`config.mk`:
```
export PLATFORM = sky130hd
export DESIGN_NAME = sfp_link_manager
export DESIGN_NICKNAME = d
export VERILOG_FILES = /design/src/rtl/sfp_link_pkg.sv /design/src/rtl/sfp_input_sync.sv /design/src/rtl/sfp_link_manager.sv
export SDC_FILE = /design/constraint.sdc
export NUM_CORES = 1
export LEC_CHECK = 0
export ABC_CLOCK_PERIOD_IN_PS = 4700
export CAP_MARGIN = 30
export CORE_MARGIN = 2
export CORE_UTILIZATION = 57
export CTS_CLUSTER_DIAMETER = 100
export DETAILED_ROUTE_END_ITERATION = 8
export GPL_TIMING_DRIVEN = 1
export PLACE_DENSITY = 0.88
export SYNTH_ARGS = -nofsm -noshare
export SYNTH_HDL_FRONTEND = slang
export SYNTH_SLANG_ARGS = --single-unit
```
`constraint.sdc`:
```
create_clock -name clk_125mhz -period 4.7 [get_ports clk_125mhz]
set_clock_uncertainty 0.15 [all_clocks]
set_input_delay 0.94 -clock clk_125mhz [delete_from_list [all_inputs] [get_ports clk_125mhz]]
set_output_delay 0.94 -clock clk_125mhz [all_outputs]
set_load 0.02 [all_outputs]
```
`src/rtl/sfp_link_pkg.sv`:
```
// sfp_link_pkg: state encoding and rate-select constants shared by the SFP+ link manager.
package sfp_link_pkg;

    typedef enum logic [2:0] {
        ABSENT       = 3'd0,
        DEBOUNCE     = 3'd1,
        INIT         = 3'd2,
        RESET_GT     = 3'd3,
        WAIT_SYNC    = 3'd4,
        LINK_UP      = 3'd5,
        FAULT_CLEAR  = 3'd6,
        FAULT_LOCKED = 3'd7
    } linkState_e;

    localparam logic [1:0] RS_OFF = 2'b00;
    localparam logic [1:0] RS_10G = 2'b11;

    // Larger of two timing parameters; used to size the shared down-counter.
    function automatic int maxOf(input int a, input int b);
        return (a > b) ? a : b;
    endfunction

endpackage

```
`src/rtl/sfp_input_sync.sv`:
```
// sfp_input_sync: parameterised-width two-flop synchroniser for the SFP/GT status pins.
module sfp_input_sync #(
    parameter int               WIDTH       = 1,
    parameter logic [WIDTH-1:0] RESET_VALUE = '0
) (
    input  logic             clk_i,
    input  logic             rst_ni,
    input  logic [WIDTH-1:0] async_i,
    output logic [WIDTH-1:0] sync_o
);

    logic [WIDTH-1:0] meta_q;
    logic [WIDTH-1:0] sync_q;

    // First stage may go metastable; the second stage gives it a full cycle to settle.
    always_ff @(posedge clk_i) begin
        if (!rst_ni) begin
            meta_q <= RESET_VALUE;
            sync_q <= RESET_VALUE;
        end else begin
            meta_q <= async_i;
            sync_q <= meta_q;
        end
    end

    assign sync_o = sync_q;

endmodule

```
`src/rtl/sfp_link_manager.sv`:
```
// sfp_link_manager: bring-up and supervision sequencer for the SFP+ 10GBASE-R port.
// Owns the laser disable, rate select and GT soft resets; all outputs are registered.
module sfp_link_manager
    import sfp_link_pkg::*;
#(
    parameter int         DEBOUNCE_CYCLES     = 1250000,
    parameter int         INIT_CYCLES         = 37500000,
    parameter int         RESET_PULSE_CYCLES  = 1250,
    parameter int         SYNC_TIMEOUT_CYCLES = 12500000,
    parameter int         FAULT_PULSE_CYCLES  = 1250,
    parameter int         MAX_RETRIES         = 3,
    parameter logic [1:0] RATE_SELECT         = RS_10G
) (
    input  logic       clk_125mhz,
    input  logic       rst_n,
    input  logic       sfp_mod_abs,
    input  logic       sfp_tx_fault,
    input  logic       sfp_rx_los,
    input  logic       qpll_lock,
    input  logic       block_sync_good,
    input  logic       retry,
    output logic       sfp_tx_disable,
    output logic [1:0] sfp_rs,
    output logic       gt_soft_reset_tx,
    output logic       gt_soft_reset_rx,
    output logic       link_ok,
    output logic [2:0] state,
    output logic [1:0] retry_count,
    output logic [7:0] link_drop_count
);

    localparam int MAX_TIMING = maxOf(maxOf(maxOf(DEBOUNCE_CYCLES, INIT_CYCLES),
                                            maxOf(RESET_PULSE_CYCLES, SYNC_TIMEOUT_CYCLES)),
                                      FAULT_PULSE_CYCLES);
    localparam int TIMER_W = $clog2(MAX_TIMING) + 1;

    logic [4:0] asyncIn;
    logic [4:0] syncIn;
    logic       modAbs;
    logic       txFault;
    logic       rxLos;
    logic       qpllLock;
    logic       blockSync;

    linkState_e         state_q,         state_d;
    logic [TIMER_W-1:0] timer_q,         timer_d;
    logic [1:0]         retryCount_q,    retryCount_d;
    logic [7:0]         linkDropCount_q, linkDropCount_d;

    logic       txDisable_q, txDisable_d;
    logic [1:0] rs_q,        rs_d;
    logic       gtReset_q,   gtReset_d;
    logic       linkOk_q,    linkOk_d;

    logic       timerDone;
    logic       linkHealthy;
    logic [1:0] retryInc;
    logic [7:0] dropInc;
    linkState_e faultTarget;
    linkState_e timeoutTarget;

    assign asyncIn = {sfp_mod_abs, sfp_tx_fault, sfp_rx_los, qpll_lock, block_sync_good};

    sfp_input_sync #(
        .WIDTH       (5),
        .RESET_VALUE (5'b10000)
    ) u_inputSync (
        .clk_i   (clk_125mhz),
        .rst_ni  (rst_n),
        .async_i (asyncIn),
        .sync_o  (syncIn)
    );

    assign modAbs    = syncIn[4];
    assign txFault   = syncIn[3];
    assign rxLos     = syncIn[2];
    assign qpllLock  = syncIn[1];
    assign blockSync = syncIn[0];

    assign timerDone     = (timer_q == '0);
    assign linkHealthy   = qpllLock & blockSync & ~rxLos;
    assign retryInc      = (retryCount_q == 2'b11) ? 2'b11 : retryCount_q + 2'd1;
    assign dropInc       = (linkDropCount_q == 8'hFF) ? 8'hFF : linkDropCount_q + 8'd1;
    assign faultTarget   = (int'(retryInc) >= MAX_RETRIES) ? FAULT_LOCKED : FAULT_CLEAR;
    assign timeoutTarget = (int'(retryInc) >= MAX_RETRIES) ? FAULT_LOCKED : RESET_GT;

    // Residence time of a state, minus one because the entry cycle itself counts.
    function automatic logic [TIMER_W-1:0] timerLoad(input linkState_e s);
        logic [TIMER_W-1:0] v;
        v = '0;
        case (s)
            DEBOUNCE:    v = TIMER_W'(DEBOUNCE_CYCLES - 1);
            INIT:        v = TIMER_W'(INIT_CYCLES - 1);
            RESET_GT:    v = TIMER_W'(RESET_PULSE_CYCLES - 1);
            WAIT_SYNC:   v = TIMER_W'(SYNC_TIMEOUT_CYCLES - 1);
            FAULT_CLEAR: v = TIMER_W'(FAULT_PULSE_CYCLES - 1);
            default:     v = '0;
        endcase
        return v;
    endfunction

    // Next-state, retry/drop bookkeeping and shared timer; removal beats fault beats timeout beats sync.
    always_comb begin
        state_d         = state_q;
        retryCount_d    = retryCount_q;
        linkDropCount_d = linkDropCount_q;
        if (modAbs && (state_q != ABSENT)) begin
            state_d = ABSENT;
            if (state_q == LINK_UP) begin
                linkDropCount_d = dropInc;
            end
        end else begin
            case (state_q)
                ABSENT: begin
                    if (!modAbs) begin
                        state_d = DEBOUNCE;
                    end
                end
                DEBOUNCE: begin
                    if (timerDone) begin
                        state_d = INIT;
                    end
                end
                INIT: begin
                    if (timerDone) begin
                        state_d = RESET_GT;
                    end
                end
                RESET_GT: begin
                    if (txFault) begin
                        retryCount_d = retryInc;
                        state_d      = faultTarget;
                    end else if (timerDone) begin
                        state_d = WAIT_SYNC;
                    end
                end
                WAIT_SYNC: begin
                    if (txFault) begin
                        retryCount_d = retryInc;
                        state_d      = faultTarget;
                    end else if (timerDone) begin
                        retryCount_d = retryInc;
                        state_d      = timeoutTarget;
                    end else if (linkHealthy) begin
                        retryCount_d = 2'd0;
                        state_d      = LINK_UP;
                    end
                end
                LINK_UP: begin
                    if (txFault) begin
                        retryCount_d    = retryInc;
                        linkDropCount_d = dropInc;
                        state_d         = faultTarget;
                    end else if (!linkHealthy) begin
                        linkDropCount_d = dropInc;
                        state_d         = WAIT_SYNC;
                    end
                end
                FAULT_CLEAR: begin
                    if (timerDone) begin
                        state_d = txFault ? FAULT_LOCKED : WAIT_SYNC;
                    end
                end
                FAULT_LOCKED: begin
                    if (retry) begin
                        retryCount_d = 2'd0;
                        state_d      = INIT;
                    end
                end
                default: begin
                    state_d = ABSENT;
                end
            endcase
        end
        if (state_d != state_q) begin
            timer_d = timerLoad(state_d);
        end else if (timerDone) begin
            timer_d = '0;
        end else begin
            timer_d = timer_q - TIMER_W'(1);
        end
    end

    // State register, shared timer and status counters.
    always_ff @(posedge clk_125mhz) begin
        if (!rst_n) begin
            state_q         <= ABSENT;
            timer_q         <= '0;
            retryCount_q    <= 2'd0;
            linkDropCount_q <= 8'd0;
        end else begin
            state_q         <= state_d;
            timer_q         <= timer_d;
            retryCount_q    <= retryCount_d;
            linkDropCount_q <= linkDropCount_d;
        end
    end

    // Output decode from the current state; laser stays off until the GT reset phase.
    always_comb begin
        txDisable_d = 1'b1;
        rs_d        = RATE_SELECT;
        gtReset_d   = 1'b1;
        linkOk_d    = 1'b0;
        case (state_q)
            ABSENT, DEBOUNCE: begin
                rs_d = RS_OFF;
            end
            RESET_GT: begin
                txDisable_d = 1'b0;
            end
            WAIT_SYNC: begin
                txDisable_d = 1'b0;
                gtReset_d   = 1'b0;
            end
            LINK_UP: begin
                txDisable_d = 1'b0;
                gtReset_d   = 1'b0;
                linkOk_d    = 1'b1;
            end
            FAULT_CLEAR: begin
                gtReset_d = 1'b0;
            end
            default: begin
                txDisable_d = 1'b1;
            end
        endcase
    end

    // Output registers, one cycle behind the state register so the pins are glitch-free.
    always_ff @(posedge clk_125mhz) begin
        if (!rst_n) begin
            txDisable_q <= 1'b1;
            rs_q        <= RS_OFF;
            gtReset_q   <= 1'b1;
            linkOk_q    <= 1'b0;
        end else begin
            txDisable_q <= txDisable_d;
            rs_q        <= rs_d;
            gtReset_q   <= gtReset_d;
            linkOk_q    <= linkOk_d;
        end
    end

    assign sfp_tx_disable   = txDisable_q;
    assign sfp_rs           = rs_q;
    assign gt_soft_reset_tx = gtReset_q;
    assign gt_soft_reset_rx = gtReset_q;
    assign link_ok          = linkOk_q;
    assign state            = state_q;
    assign retry_count      = retryCount_q;
    assign link_drop_count  = linkDropCount_q;

endmodule

```
==> results.md, run 1 <==
- Status: completed
- Period utilization: 0.6707
- DRT Wirelength: 5618 um
- FF-to-FF End: timer_q[19]
- CP Launch Type: input port
- Initial Util: 0.5823
- R2R setup slack: 1.56 ns
- Routed Antenna Nets: 0
- Worst hold start: u_inputSync.meta_q[4]
- Hold Crit Class: register to register
- Grt ovf: 0
- Reg clk slew, reported paths: 0.09 ns
- Post-synth EDFFs: 0
- Synth warnings: 0
- Final setup viols: 0
- Cell Int Power: 936.8 uW
- DRT Pass-1 Iters: 4
- Seq pwr share: 0.408
- Maximum vdd drop: 215.3 uV
- Synth unique cells: 62
- Crit end category: register
- Net count, final: 340
- CTS H-Tree Depth: 2
- Design Area, Final: 3083 um2
- R2R Path Start: timer_q[4]
- Core Area: 4661 um2
- Num Clock Sinks: 54
- Hold path cells: 1
- Final worst slack: 1.548 ns
- TritonCTS clock tree: built
- Cell at the root of the clock tree: clkbuf_8
- Post-cts resize count: 0
- Final worst path period need: 3.152 ns
- Vias: 2,247
- Critical-path maximum fanout: 25
- Initial antenna violation count: 0
- Hpwl dp: 4125 um
- Post-Syn Area per Cell: 8.840 um2
- Achievable Freq: 317.3 MHz
- GRT Resource Usage Total: 0.2204
- Hold Path End: u_inputSync.sync_o[4]
- Tot Pwr: 1521 uW
- Gate power share: 0.421
- Vias per cell: 5.852
- GPL Wtd Cong: 0.9630
- CTS Buf Count: 5
- Data arrival, critical path: 3.16 ns
- Routed len/inst: 14.63 um
- Die Height: 73 um
- Most used DFF post-synth: dfxtp_1
- Largest net degree at the start of global routing: 26
- Iter 0 DRT Violations: 90
- Longest Clk Path Bufs: 2
- Filler cells: 376
- Final slew viol count: 0
- Die area: 5329 um2
- Final Hold Vio Count: 0
- RSZ-0062 raised after global routing: no
- N_diodes: 0
- Die width: 73 um
- Pwr Density: 493.2 nW/um2
- Synthesized Nets: 318
- Reg2Reg Depth: 7
- Vias in the first global route: 2,083
- IO Pins: 27
- Seq cells post-synth: 54
- Area grow syn2layout: 13.60%
- Row cnt: 25
- Placed insts: 376
- First-pass GRT wire length: 9308 um
- Worst slack, placed: 1.206 ns
- Setup CP Type: input port to register
- Share of post-route cells with drive strength above 1: 0.08788
- Worst EP required: 4.70 ns
- Setup TNS: 0 ns
- Clock power share: 0.171
- Mapped cell area: 2714 um2
- Relative slew slack: 0.4183
- MaxCap Viol Count: 0
- Pleak: 0.001095 uW
- # DRC: 0
- Switching Share: 0.3839
- Post-Layout Cell Count: 384
- Commonest non-fill, non-tap cells in the layout: dfxtp_1 (54), nor2_1 (35), clkdlybuf4s50_1 (26), nand2_1 (20)
- Postcts setup bufs: 0
- Placed instance area: 2992 um2
- Number of port buffers: 26
- Switching pwr: 583.7 uW
- Hold-fix buffers, CTS: 0
- Share of flip-flops with an asynchronous set or reset: 0
- Worst-Margin Slew: 0.8724 ns
- Post-synthesis sequential area ratio: 0.3983
- Worst skew pair latency: 0.30 ns
- Commonest non-fill, non-tap cell in the layout: dfxtp_1
- Mapped Cells: 307
cells by family (layout without fill, tap and decap cells):
family / Yosys count / in the layout / synth area share
xor+xnor: 25 / 25 / 0.08068
fa+ha+maj: 3 / 3 / 0.01383
mux: 4 / 4 / 0.01521
flops: 54 / 54 / 0.3983
buf+inv: 20 / 43 / 0.03227
simple gates: 136 / 136 / 0.2845
compound gates: 65 / 65 / 0.1752
power groups by stage:
stage	clock network (uW)	registers, uW	logic (uW)
after global routing	288	633	716
after floorplan	0	612	540
final	259	621	640
after detailed placement	0	630	634
after CTS	265	620	641
after global placement	0	626	614
synthesized netlist by cell type, drive strengths merged, types with 2 or more instances:
| master | count | share of area |
|---|---|---|
| nor3 | 19 | 0.041 |
| xnor2 | 18 | 0.058 |
| a21boi | 3 | 0.0083 |
| nor2b | 4 | 0.0092 |
| clkbuf | 5 | 0.0069 |
| o22ai | 4 | 0.012 |
| inv | 8 | 0.011 |
| and3 | 3 | 0.0069 |
| nand4 | 7 | 0.018 |
| dfxtp | 54 | 0.40 |
| a2111oi | 2 | 0.0065 |
| nand3 | 8 | 0.015 |
| a21oi | 9 | 0.019 |
| nor2 | 35 | 0.048 |
| mux2i | 3 | 0.011 |
| ha | 3 | 0.014 |
| nor3b | 2 | 0.0055 |
| and2 | 12 | 0.029 |
| a211oi | 3 | 0.0083 |
| nand2b | 8 | 0.018 |
| o211ai | 5 | 0.021 |
| a311oi | 3 | 0.012 |
| o21ai | 25 | 0.047 |
| or3 | 3 | 0.0074 |
| nor4 | 10 | 0.041 |
| buf | 7 | 0.014 |
| xor2 | 7 | 0.023 |
| nand2 | 20 | 0.028 |
| and4 | 3 | 0.010 |
state kept, by name (all words and copies together), names as in the netlist:
signal,cells
timer_q,27
state,3
retry_count,2
u_inputSync.meta_q,5
sfp_tx_disable,1
sfp_rs,1
u_inputSync.sync_o,5
link_drop_count,8
link_ok,1
gt_soft_reset_rx,1
final cells by class:
| cell class | count | area, um2 | area share |
|---|---|---|---|
| clock buffers | 7 | 86.33 | 0.02800 |
| clock inverters | 1 | 5.005 | 0.001623 |
| inverters | 8 | 30.03 | 0.009740 |
| multi-input cells | 233 | 1545 | 0.5012 |
| flip-flops and latches | 54 | 1081 | 0.3507 |
| well taps | 54 | 67.56 | 0.02192 |
| repair buffers | 27 | 267.8 | 0.08685 |
critical path, cell delays in order:
cell and delay, ns:
clkdlybuf4s50_1 0.50, nand2b_1 0.16, o21ai_0 0.10, a311oi_1 0.34, a21oi_2 0.16, a21o_1 0.25, and3_1 0.16, o21ai_2 0.33
o21ai_0 0.21
through the flow:
stage	util	hold slack, ns
floorplan	-	0.2363
global placement	0.6419	0.2384
detailed placement	0.6419	0.2592
CTS	0.6615	0.2806
global route	0.6615	0.3002
finish	0.6615	0.2746
per-layer routing:
layer,vias up,routed length [um],track usage
met4,0,92,0.07613
met2,51,2749,0.3734
li1,1144,-,-
met1,1042,2554,0.2776
met3,10,221,0.04420
met5,-,0,0
how the worst max path moves through the flow:
stage                from          end  depth (start not counted)
2_1_floorplan       retry  timer_q[10]                          8
6_report            retry  timer_q[19]                          9
4_1_cts             retry  timer_q[19]                          9
3_3_place_gp        retry   timer_q[5]                          9
3_5_place_dp        retry  timer_q[19]                          9
5_1_grt        timer_q[4]  timer_q[19]                          7
(Power assumes the default switching activity.)
==> inputs of run 2 (changes only) <==
- ABC_CLOCK_PERIOD_IN_PS: 4700 -> 2950
- CORE_UTILIZATION: 57 -> 56
- PLACE_DENSITY: 0.88 -> 0.87
- clock period: 4.7 -> 2.95 ns (I/O delays scaled with it)
==> run 2 against run 1 <==
  * Worst hold slack worse by 0.0053 ns
  * Clock power is 57% higher
  * Via count is 4.4% higher
  * Worst setup slack worse by 1.4 ns
  * Sequential cell count stayed put
  * Count of clock-buffer cells in the layout stayed put
  * Core utilization is 3.3 points higher
  * Die area is 1.7% higher
  * Critical endpoint is now timer_q[0]
==> results.md, run 2 (synthesis gave the netlist of run 1 again) <==
- Relative slew slack: 0.5974
- Row cnt: 25
- Critical-path maximum fanout: 4
- Achievable Freq: 357.6 MHz
- Worst slack, placed: -0.1278 ns
- Num Clock Sinks: 54
- Critical path's slowest cell: a2111oi_0
- DRT Wirelength: 5849 um
- Placed insts: 388
- CP Launch Type: register
- CTS Buf Count: 5
- Worst skew pair latency: 0.30 ns
- N_diodes: 0
- Die Height: 73.62 um
- Initial antenna violation count: 0
- CP max stage delay: 0.49 ns
- Die area: 5419 um2
- Reg clk slew, reported paths: 0.08 ns
- Iter 0 DRT Violations: 98
- DRT Pass-1 Iters: 4
- Hpwl dp: 4308 um
- Data arrival, critical path: 2.86 ns
- CTS H-Tree Depth: 2
- Filler cells: 356
- Crit path cell chain: nor4_4, and4_2, a41oi_1, a311oi_2, o22ai_2, a2111oi_0, o21ai_1, o211ai_1
- MaxCap Viol Count: 0
- IO Pins: 27
- Longest Clk Path Bufs: 2
- Max reg flops: 27
- Largest net degree at the start of global routing: 26
- Worst-Margin Slew: 0.6016 ns
- Placed instance area: 3082 um2
- Area grow syn2layout: 20.01%
- Hold Crit Class: register to register
- Commonest non-fill, non-tap cells in the layout: dfxtp_1 (54), nor2_1 (35), clkdlybuf4s50_1 (26)
- Period utilization: 0.9478
- Net count, final: 356
- GPL Wtd Cong: 0.8952
- Commonest non-fill, non-tap cell in the layout: dfxtp_1
- Hold_ws: 0.2693 ns
- First-pass GRT wire length: 9763 um
- TritonCTS clock tree: built
- Final worst slack: 0.1540 ns
- Vias in the first global route: 2,199
- Vias per cell: 5.865
- Setup CP Type: register to register
- Final setup viols: 0
- # DRC: 0
- Final slew viol count: 0
- Vias: 2,346
- Pleak: 0.001187 uW
- Initial Util: 0.5784
- Die width: 73.62 um
- Largest register by flop count: timer_q
- Share of post-route cells with drive strength above 1: 0.1387
- Maximum vdd drop: 347.2 uV
- Post-Layout Cell Count: 400
- Number of port buffers: 26
- R2R setup slack: 0.15 ns
- Final Hold Vio Count: 0
- Cell at the root of the clock tree: clkbuf_8
- Routed Antenna Nets: 0
- Final worst path period need: 2.796 ns
- Crit end category: register
- Design Area, Final: 3257 um2
- Pwr Density: 807.7 nW/um2
- Grt ovf: 0
- Routed len/inst: 14.62 um
- Core Area: 4692 um2
- Worst EP required: 3.02 ns
- Finished Core Util: 0.6941
- GRT Resource Usage Total: 0.2287
- Status: completed
-- run 2: cell count changes in the layout (fill, tap and decap cells not counted), moves of 2 or more --
cell and delta:
nand2_2 +2, nor4_2 -2, nand2_1 -2, buf_4 +16
nor4_4 +3
-- run 2: path summary, 6_finish.rpt --
path / cells after the start / to / from
max reg2reg: 8 / timer_q[0] / timer_q[11]
min: 1 / u_inputSync.sync_o[4] / u_inputSync.meta_q[4]
max: 8 / timer_q[0] / timer_q[11]
min reg2reg: 1 / u_inputSync.sync_o[4] / u_inputSync.meta_q[4]
-- run 2: stage by stage --
step	TNS (ns)	power, uW
2_1_floorplan	0	1834
3_3_place_gp	-0.3472	2031
3_5_place_dp	-1.598	2078
4_1_cts	0	2498
5_1_grt	-0.02491	2830
6_report	0	2631
-- run 2: timing repair --
action                     in CTS  in global routing
setup buffers                   0                  4
setup endpoints to repair      19                 19
hold buffers                    0                  0
pin swaps                       0                  6
gates resized for setup         1                  7
cloned                          0                  0
-- run 2: metal layers --
layer	routed length (um)	vias up	GRT usage
li1	-	1173	-
met1	2566	1100	0.2747
met2	2964	64	0.3998
met3	230	9	0.05350
met4	88	0	0.07475
met5	0	-	0
-- run 2: report_power, final --
| group | internal (uW) | switching (uW) |
|---|---|---|
| combinational | 568 | 650 |
| clock | 190 | 217 |
| sequential | 855 | 150 |
| total | 1610 | 1020 |
-- run 2: area by class of cell --
cell class,count,area [um2],area share
clock buffer,7,86.33,0.02651
clock inverter,1,5.005,0.001537
inverter,8,30.03,0.009220
multi-input combinational,233,1599,0.4910
sequential,54,1081,0.3319
tap,54,67.56,0.02075
timing repair buffer,43,387.9,0.1191
-- run 2: critical path, delay by kind of cell, from the launching register on --
family / cells / cell delay, ns
AOI/OAI and AO/OA: 6 / 1.49
and+or+nand+nor: 2 / 0.72
DFF: 1 / 0.37
==> inputs of run 3 (changes only) <==
- CORE_MARGIN: 2 -> not set
==> run 3 against run 2 <==
  * Worst hold slack gained 0.0015 ns
  * Sequential cell count is the same
  * Die area shrank 5.4%
  * Sequential share of layout area shrank 0.29 points
  * Total power grew 5.0%
  * Clock power grew 49%
  * Global-route usage grew 2.6 points
  * Final area grew 0.88%
==> results.md, run 3 (synthesis gave the netlist of run 1 again) <==
- Status: completed
- Commonest non-fill, non-tap cells in the layout: dfxtp_1 (54), nor2_1 (35), clkdlybuf4s50_1 (26), nand2_1 (20)
- Crit path launch: timer_q[12]
- N_diodes: 0
- Num Clock Sinks: 54
- Die Height: 71.62 um
- Period utilization: 0.9551
- Max reg flops: 27
- Setup TNS: 0 ns
- Commonest non-fill, non-tap cell in the layout: dfxtp_1
- Initial Util: 0.6025
- Final setup viols: 0
- Hpwl dp: 4596 um
- Clock power share: 0.219
- R2R Path Start: timer_q[12]
- Share of post-route cells with drive strength above 1: 0.1354
- Vias in the first global route: 2,239
- CTS H-Tree Depth: 2
- First-pass GRT wire length: 10,220 um
- Routed Antenna Nets: 0
- Longest Clk Path Bufs: 2
- Data arrival, critical path: 2.85 ns
- Pleak: 0.001208 uW
- MaxCap Viol Count: 0
- Vias per cell: 5.940
- Seq pwr share: 0.358
- Vias: 2,370
- Iter 0 DRT Violations: 187
- Row cnt: 24
- Hold-fix buffers, CTS: 0
- R2R setup slack: 0.13 ns
- Die width: 71.62 um
- Cell Int Power: 1763 uW
- Grt ovf: 0
- Pwr Density: 840.7 nW/um2
- DRT Wirelength: 6322 um
- TritonCTS clock tree: built
- CP Launch Type: register
- Final Hold Vio Count: 0
- RSZ-0062 raised after global routing: no
- Switching pwr: 999.3 uW
- Die area: 5129 um2
- FF-to-FF End: timer_q[0]
- Setup CP Type: register to register
- Initial antenna violation count: 0
- Gate power share: 0.423
- Critical-path maximum fanout: 6
- Worst skew pair latency: 0.31 ns
- Number of port buffers: 26
- Worst EP required: 2.98 ns
- Design Area, Final: 3286 um2
- Cell at the root of the clock tree: clkbuf_8
- Placed instance area: 3087 um2
- Routed len/inst: 15.84 um
- Filler cells: 325
- DRT Pass-1 Iters: 4
- CTS Buf Count: 5
- Relative slew slack: 0.6056
- Worst-Margin Slew: 0.5894 ns
- Reg clk slew, reported paths: 0.09 ns
- Net count, final: 357
- Crit path capture: timer_q[0]
- Final worst path period need: 2.818 ns
- # DRC: 0
- Largest net degree at the start of global routing: 26
- Reg2Reg Depth: 9
- IO Pins: 27
- Crit end category: register
- GRT Resource Usage Total: 0.2545
- Achievable Freq: 354.9 MHz
- Area grow syn2layout: 21.07%
- Maximum vdd drop: 370.9 uV
- Largest register by flop count: timer_q
- Final slew viol count: 0
- Hold Crit Class: register to register
- Switching Share: 0.3618
- GPL Wtd Cong: 0.8860
- Core Area: 4504 um2
-- run 3: changes by cell type in the layout (fill, tap and decap cells not counted), moves of 2 or more --
cell / delta
bufinv_16: +2
nand2_1: +2
nand2_2: -2
nor4_2: +2
nor4_4: -3
-- run 3: worst min path at each step --
stage	startpoint	endpoint	slack [ns]	depth (start not counted)
final	u_inputSync.meta_q[4]	u_inputSync.sync_o[4]	0.27	1
after floorplan	u_inputSync.meta_q[4]	u_inputSync.sync_o[4]	0.24	1
after global routing	u_inputSync.meta_q[4]	u_inputSync.sync_o[4]	0.28	1
after global placement	u_inputSync.meta_q[4]	u_inputSync.sync_o[4]	0.24	1
after CTS	u_inputSync.meta_q[4]	u_inputSync.sync_o[4]	0.27	1
after detailed placement	u_inputSync.meta_q[4]	u_inputSync.sync_o[4]	0.25	1
-- run 3: metal layers --
| layer | up-vias | track usage | routed length [um] | part of all wire |
|---|---|---|---|---|
| li1 | 1175 | - | - | - |
| met4 | 0 | 0.1024 | 148 | 0.023 |
| met3 | 12 | 0.05767 | 272 | 0.043 |
| met2 | 63 | 0.4277 | 3147 | 0.50 |
| met1 | 1120 | 0.3164 | 2753 | 0.44 |
| met5 | - | 0 | 0 | 0 |
-- run 3: repair_timing --
action,4_1_cts,5_1_grt
resized for setup,1,1
endpoints found under the setup margin,15,17
pin swaps,0,4
setup buffers,0,4
-- run 3: worst max-delay path, stage by stage (launching register included) --
cell	delay (ns)
dfxtp_1	0.37
nor4_4	0.39
nand4_2	0.22
nor4_2	0.39
o311a_1	0.32
nor2_1	0.13
and2_4	0.18
o311ai_4	0.26
buf_4	0.20
o211ai_1	0.09
-- run 3: power groups by stage --
stage / registers, uW / clock network [uW] / logic [uW]
2_1_floorplan: 975 / 0 / 860
3_3_place_gp: 994 / 0 / 1100
3_5_place_dp: 1000 / 0 / 1140
4_1_cts: 985 / 606 / 1160
5_1_grt: 1000 / 645 / 1290
6_report: 989 / 605 / 1170
-- run 3: cell type report --
type	instances	area, um2	area share
repair buffers	44	407.9	0.1241
inverters	8	30.03	0.009139
clock buffers	6	82.58	0.02513
multi-input cells	233	1559	0.4745
well taps	52	65.06	0.01980
flip-flops and latches	54	1081	0.3290
clock inverters	2	60.06	0.01828
-- run 3: per-stage QoR --
| stage | util | setup slack (ns) | total power [uW] | instances | hold slack (ns) |
|---|---|---|---|---|---|
| after global routing | 0.7294 | 0.003377 | 2937 | 399 | 0.2806 |
| after detailed placement | 0.6853 | -0.1629 | 2142 | 387 | 0.2484 |
| after global placement | 0.6853 | -0.03456 | 2094 | 387 | 0.2376 |
| after CTS | 0.7186 | 0.09383 | 2748 | 395 | 0.2720 |
| after floorplan | - | 0.4200 | 1834 | 307 | 0.2363 |
| final | 0.7294 | 0.1324 | 2762 | 399 | 0.2708 |
